File: config.mk
export PLATFORM = sky130hd
export DESIGN_NAME = noc_output_arbiter_flat
export DESIGN_NICKNAME = d
export VERILOG_FILES = /design/src/rtl/noc_pkg.sv /design/src/rtl/noc_output_arbiter_if.sv /design/src/rtl/noc_rr_picker.sv /design/src/rtl/noc_output_arbiter.sv /design/src/flat_wrapper.sv
export SDC_FILE = /design/constraint.sdc
export NUM_CORES = 1
export LEC_CHECK = 0
export ABC_AREA = 0
export CORE_AREA = 4 4 132 134
export DETAILED_ROUTE_END_ITERATION = 6
export DIE_AREA = 0 0 136 138
export PLACE_DENSITY = 0.81
export SLEW_MARGIN = 20
export SYNTH_ARGS = -nofsm -noshare
export SYNTH_HDL_FRONTEND = slang
export SYNTH_SLANG_ARGS = --single-unit
File: constraint.sdc
create_clock -name clk -period 6.5 [get_ports clk]
set_input_delay 0.975 -clock clk [delete_from_list [all_inputs] [get_ports clk]]
set_output_delay 0.975 -clock clk [all_outputs]
set_load 0.02 [all_outputs]
File: src/rtl/noc_pkg.sv
// Shared NoC constants: packet geometry, direction codes and output-arbiter state encoding.
package noc_pkg;
  localparam int PACKETW = 55;
  localparam int DATAW   = 25;
  localparam int DIR_LSB = DATAW;
  localparam int DIR_W   = 3;

  typedef enum logic [DIR_W-1:0] {
    DIR_LOCAL = 3'd0,
    DIR_NORTH = 3'd1,
    DIR_EAST  = 3'd2,
    DIR_SOUTH = 3'd3,
    DIR_WEST  = 3'd4
  } dir_e;

  typedef enum logic [1:0] {
    ST_IDLE     = 2'd0,
    ST_WAIT_GNT = 2'd1,
    ST_BACKOFF  = 2'd2
  } arb_state_e;

  // The downstream router re-routes from scratch, so the direction field leaves as LOCAL.
  function automatic logic [PACKETW-1:0] clearDir(input logic [PACKETW-1:0] p);
    logic [PACKETW-1:0] r;
    r = p;
    r[DIR_LSB +: DIR_W] = '0;
    return r;
  endfunction
endpackage

File: src/rtl/noc_output_arbiter_if.sv
// Upstream request/grant and downstream req/gnt signals of one router output link.
interface noc_output_arbiter_if
  import noc_pkg::*;
#(
  parameter int NPORTS = 5
);
  logic [NPORTS-1:0]         req_in;
  logic [NPORTS*PACKETW-1:0] pkt_in;
  logic [NPORTS-1:0]         gnt_in;
  logic                      full_dn;
  logic                      gnt_dn;
  logic                      req_dn;
  logic [PACKETW-1:0]        pkt_out;
  logic                      busy;

  modport slave (
    input  req_in, pkt_in, full_dn, gnt_dn,
    output gnt_in, req_dn, pkt_out, busy
  );

  modport master (
    output req_in, pkt_in, full_dn, gnt_dn,
    input  gnt_in, req_dn, pkt_out, busy
  );
endinterface

File: src/rtl/noc_rr_picker.sv
// Combinational round-robin picker: first requester at or after ptr, wrapping at NPORTS.
module noc_rr_picker #(
  parameter int NPORTS = 5
) (
  input  logic [NPORTS-1:0] req,
  input  logic [2:0]        ptr,
  output logic [NPORTS-1:0] gnt,
  output logic [2:0]        idx,
  output logic              any
);
  logic [3:0] cand;

  always_comb begin
    any  = 1'b0;
    idx  = '0;
    cand = '0;
    for (int i = 0; i < NPORTS; i++) begin
      cand = {1'b0, ptr} + 4'(i);
      if (cand >= 4'(NPORTS)) cand = cand - 4'(NPORTS);
      if (!any && req[cand[2:0]]) begin
        any = 1'b1;
        idx = cand[2:0];
      end
    end
  end

  always_comb begin
    gnt = '0;
    for (int k = 0; k < NPORTS; k++) gnt[k] = any && (idx == 3'(k));
  end
endmodule

File: src/rtl/noc_output_arbiter.sv
// One output link of a router: round-robin among input ports, then req/gnt downstream with retry.
module noc_output_arbiter
  import noc_pkg::*;
#(
  parameter int NPORTS  = 5,
  parameter int TIMEOUT = 16,
  parameter int TIMERW  = 5
) (
  input logic                  clk,
  input logic                  reset,
  noc_output_arbiter_if.slave  bus
);
  arb_state_e          state, stateNxt;
  logic [2:0]          rrPtr, rrPtrNxt;
  logic [TIMERW-1:0]   timer, timerNxt;
  logic [NPORTS-1:0]   gntIn, gntInNxt;
  logic                reqDn, reqDnNxt;
  logic [PACKETW-1:0]  pktOut, pktOutNxt, pktSel;
  logic [NPORTS-1:0]   pickGnt;
  logic [2:0]          pickIdx;
  logic                pickAny;

  noc_rr_picker #(.NPORTS(NPORTS)) picker (
    .req(bus.req_in), .ptr(rrPtr), .gnt(pickGnt), .idx(pickIdx), .any(pickAny)
  );

  always_comb begin
    pktSel = '0;
    for (int k = 0; k < NPORTS; k++)
      if (pickGnt[k]) pktSel = bus.pkt_in[k*PACKETW +: PACKETW];
  end

  always_comb begin
    stateNxt  = state;
    rrPtrNxt  = rrPtr;
    timerNxt  = timer;
    gntInNxt  = '0;
    reqDnNxt  = reqDn;
    pktOutNxt = pktOut;
    case (state)
      ST_IDLE: begin
        if (pickAny && !bus.full_dn) begin
          gntInNxt  = pickGnt;
          pktOutNxt = clearDir(pktSel);
          reqDnNxt  = 1'b1;
          rrPtrNxt  = (pickIdx == 3'(NPORTS-1)) ? 3'd0 : pickIdx + 3'd1;
          timerNxt  = '0;
          stateNxt  = ST_WAIT_GNT;
        end
      end
      ST_WAIT_GNT: begin
        if (bus.gnt_dn) begin
          reqDnNxt = 1'b0;
          stateNxt = ST_IDLE;
        end else if (TIMEOUT != 0 && timer == TIMERW'(TIMEOUT-1)) begin
          // Drop req for a cycle so the downstream arbiter sees a fresh request edge.
          reqDnNxt = 1'b0;
          timerNxt = '0;
          stateNxt = ST_BACKOFF;
        end else begin
          timerNxt = timer + TIMERW'(1);
        end
      end
      ST_BACKOFF: begin
        reqDnNxt = 1'b1;
        stateNxt = ST_WAIT_GNT;
      end
      default: stateNxt = ST_IDLE;
    endcase
  end

  always_ff @(posedge clk or negedge reset) begin
    if (!reset) begin
      state  <= ST_IDLE;
      rrPtr  <= '0;
      timer  <= '0;
      gntIn  <= '0;
      reqDn  <= 1'b0;
      pktOut <= '0;
    end else begin
      state  <= stateNxt;
      rrPtr  <= rrPtrNxt;
      timer  <= timerNxt;
      gntIn  <= gntInNxt;
      reqDn  <= reqDnNxt;
      pktOut <= pktOutNxt;
    end
  end

  assign bus.gnt_in  = gntIn;
  assign bus.req_dn  = reqDn;
  assign bus.pkt_out = pktOut;
  assign bus.busy    = (state != ST_IDLE);
endmodule

File: src/flat_wrapper.sv
// flat-port wrapper written by rule: the top's interface ports become plain ports
module noc_output_arbiter_flat import noc_pkg::*;
#(
  parameter int NPORTS  = 5,
  parameter int TIMEOUT = 16,
  parameter int TIMERW  = 5
)
  (clk, reset, bus_req_in, bus_pkt_in, bus_full_dn, bus_gnt_dn, bus_gnt_in, bus_req_dn, bus_pkt_out, bus_busy);
  noc_output_arbiter_if #(.NPORTS(NPORTS)) bus_i ();
  input logic clk;
  input logic reset;
  input wire logic [$bits(bus_i.req_in)-1:0] bus_req_in;
  input wire logic [$bits(bus_i.pkt_in)-1:0] bus_pkt_in;
  input wire logic [$bits(bus_i.full_dn)-1:0] bus_full_dn;
  input wire logic [$bits(bus_i.gnt_dn)-1:0] bus_gnt_dn;
  output wire logic [$bits(bus_i.gnt_in)-1:0] bus_gnt_in;
  output wire logic [$bits(bus_i.req_dn)-1:0] bus_req_dn;
  output wire logic [$bits(bus_i.pkt_out)-1:0] bus_pkt_out;
  output wire logic [$bits(bus_i.busy)-1:0] bus_busy;
  assign bus_i.req_in = bus_req_in;
  assign bus_i.pkt_in = bus_pkt_in;
  assign bus_i.full_dn = bus_full_dn;
  assign bus_i.gnt_dn = bus_gnt_dn;
  assign bus_gnt_in = bus_i.gnt_in;
  assign bus_req_dn = bus_i.req_dn;
  assign bus_pkt_out = bus_i.pkt_out;
  assign bus_busy = bus_i.busy;
  noc_output_arbiter #(.NPORTS(NPORTS), .TIMEOUT(TIMEOUT), .TIMERW(TIMERW)) u_core (.clk(clk), .reset(reset), .bus(bus_i));
endmodule
==> results.yml <==
timing:
  hold_slack_ns: 0.493
  max_slew_margin: 0.359
  max_clock_freq_ghz: 0.172
  min_period_over_period: 0.893
  setup_viol: 0
  skew_ns: 0.00704
  timing.final.crit_period_ns: 5.81
  setup_tns_ns: 0
  rsz0062_at_grt: "no"
  slew_violations: 0
  max_slew.worst_pin.slew_ns: 0.957
  hold_violations: 0
die:
  initial_core_util: 0.360
  dieWidth_um: 136
  die_height_um: 138
  ios: 346
  row_count: 47
  core_sq_um: 16300
  dieArea_sq_um: 18800
worst_setup_path:
  arrival_ns: 6.07
  cp.required_ns: 6.77
  crit_path_end_kind: "flop"
  critPathMaxFanout: 29
  critPathLaunchType: "flop"
  path_class: "reg2reg"
clock_tree:
  ctsResizeCount: 0
  clk_pin_slew_ns: 0.06
  clkSinkCount: 68
  numCtsBuffers: 9
  post_cts_buffers: 0
  tritoncts: "built"
  clk_latency_ns: 0.33
  holdBufCountCts: 0
  cts_buffer_depth: 2
  root_buffer: "clkbuf_16"
  h-tree-depth: 3
synthesis:
  synthesis.area_sq_um: 5860
  synth_seq_cells: 68
  synthFlopType: "dfrtp_1"
  synthArstFlopShare: 1.00
  synthCells: 714
  syn_avg_cell_area_sq_um: 8.21
  yosys_warnings: 0
  synth_edf_count: 0
  yosysSeqAreaShare: 0.290
  synth_cell_types: 65
global_routing:
  grt_pass1_vias: 6495
  antenna_found_initial: 3
  grt_usage: 0.245
  grt_pass1_wl_um: 36400
  grt_start_max_net_pins: 69
  grt_overflow: 0
drt:
  wire_per_inst_um: 19.8
  drc: 0
  drt-initial-drc-count: 321
  ant_nets: 0
  routed_wl_um: 24000
  via_count: 6849
  dr.pass1.iters: 7
  via_per_inst: 5.64
layout:
  multi_input_area_sq_um: 3770
  layout.nets: 1288
  regArea_sq_um: 1700
  drive_above_1_share: 0.0515
  n_fill_cell: 1486
  syn2layout_area_growth_pct: 61.4
placement:
  gp_congestion: 0.945
  dpl.hpwl_um: 18200
  portBuffers: 327
flow_run:
  cap_violations: 0
hold_path:
  hold_path_class: "reg2reg"
status:
  status: "finished clean"
routing by layer:
metal,track usage,part of all wire,vias up
met3,0.0523,0.079,42
met1,0.310,0.40,3204
li1,-,-,3302
met2,0.401,0.49,301
met5,0,0,-
met4,0.103,0.031,0
stage by stage:
stage               utilization  setup slack (ns)  cell area, sq um  cells
floorplan                     -              1.24              5870    716
global placement          0.564             0.587              9190   1198
detailed placement        0.564             0.544              9190   1198
CTS                       0.580             0.687              9450   1211
global route              0.581             0.187              9460   1214
finish                    0.581             0.695              9460   1214
worst max-delay path: stages, from the launching register on:
cell and delay (ns):
dfrtp_1 0.61, inv_1 0.25, ha_1 0.26, ha_1 0.41, a211o_1 0.35, a2111oi_0 0.63, a31o_2 0.22, or2_2 0.16
or3_1 0.15, nor2_1 0.05, a211oi_1 0.47, ha_2 0.67, buf_4 0.43, a22oi_1 0.21, nor2_1 0.12, a21oi_1 0.05
or4_1 0.40, nand4_1 0.11, o221a_1 0.18
layout make-up:
| type | instances | share of cell area |
|---|---|---|
| inverter | 8 | 0.00317 |
| clock buffer | 11 | 0.0267 |
| timing repair buffer | 341 | 0.361 |
| tap | 220 | 0.0291 |
| clock inverter | 2 | 0.00132 |
| antenna | 3 | 0.000794 |
| multi-input combinational | 561 | 0.398 |
| sequential | 68 | 0.180 |
Yosys cell counts, types with 10 or more instances:
library cell / number / area (sq um)
nor2_1: 76 / 285
nand2_1: 67 / 251
o221a_1: 52 / 586
a22oi_1: 52 / 390
or4_1: 52 / 390
nand4_1: 52 / 325
buf_6: 12 / 135
a21oi_1: 64 / 320
dfrtp_1: 68 / 1700
nor3_1: 10 / 50.1
o21ai_0: 10 / 50.1
clkbuf_1: 53 / 199
ha_1: 14 / 175
cell families after synthesis:
group / after synthesis / synth area share
other: 1 / 0.000640
AOI/OAI and AO/OA: 217 / 0.283
adders and majority gates: 15 / 0.0333
and+or+nand+nor: 312 / 0.290
muxes: 9 / 0.0207
xor gates and xnor gates: 5 / 0.00747
DFF: 68 / 0.290
buffers and inverters: 87 / 0.0749
cell usage in the layout, fill, tap and decap left out, types with 4 or more instances in the layout:
cell type          n
a211oi_1           4
a21o_1             5
a21oi_1           64
a22oi_1           52
and3_1             7
buf_4             12
clkbuf_16          9
clkdlybuf4s50_1  326
dfrtp_1           68
ha_1              11
inv_1              7
mux2i_1            5
nand2_1           67
nand2b_1           9
nand3_1            8
nand4_1           52
nor2_1            76
nor2b_1            8
nor3_1            10
o21ai_0           10
o221a_1           52
or2_2              4
or4_1             52
sequential cells by signal (all words and copies together), names as in the netlist:
register	flops
u_core.timer	5
u_core.bus.gnt_in	5
u_core.bus.pkt_out	52
u_core.bus.req_dn	1
u_core.state	2
u_core.rrPtr	3
final timing paths:
check	end	depth (start not counted)	slack (ns)	startpoint
max reg2reg	u_core.bus.pkt_out[42]	18	0.69	u_core.rrPtr[1]
min	u_core.bus.req_dn	1	0.49	u_core.state[0]
min in group asynchronous	u_core.bus.gnt_in[4]	1	0.77	reset
max	u_core.bus.pkt_out[42]	18	0.69	u_core.rrPtr[1]
min reg2reg	u_core.bus.req_dn	1	0.49	u_core.state[0]
max in group asynchronous	u_core.bus.pkt_out[0]	1	5.13	reset
Power is not shown: default switching activity piles up to over one toggle a cycle in this logic, so the estimate is an artifact.
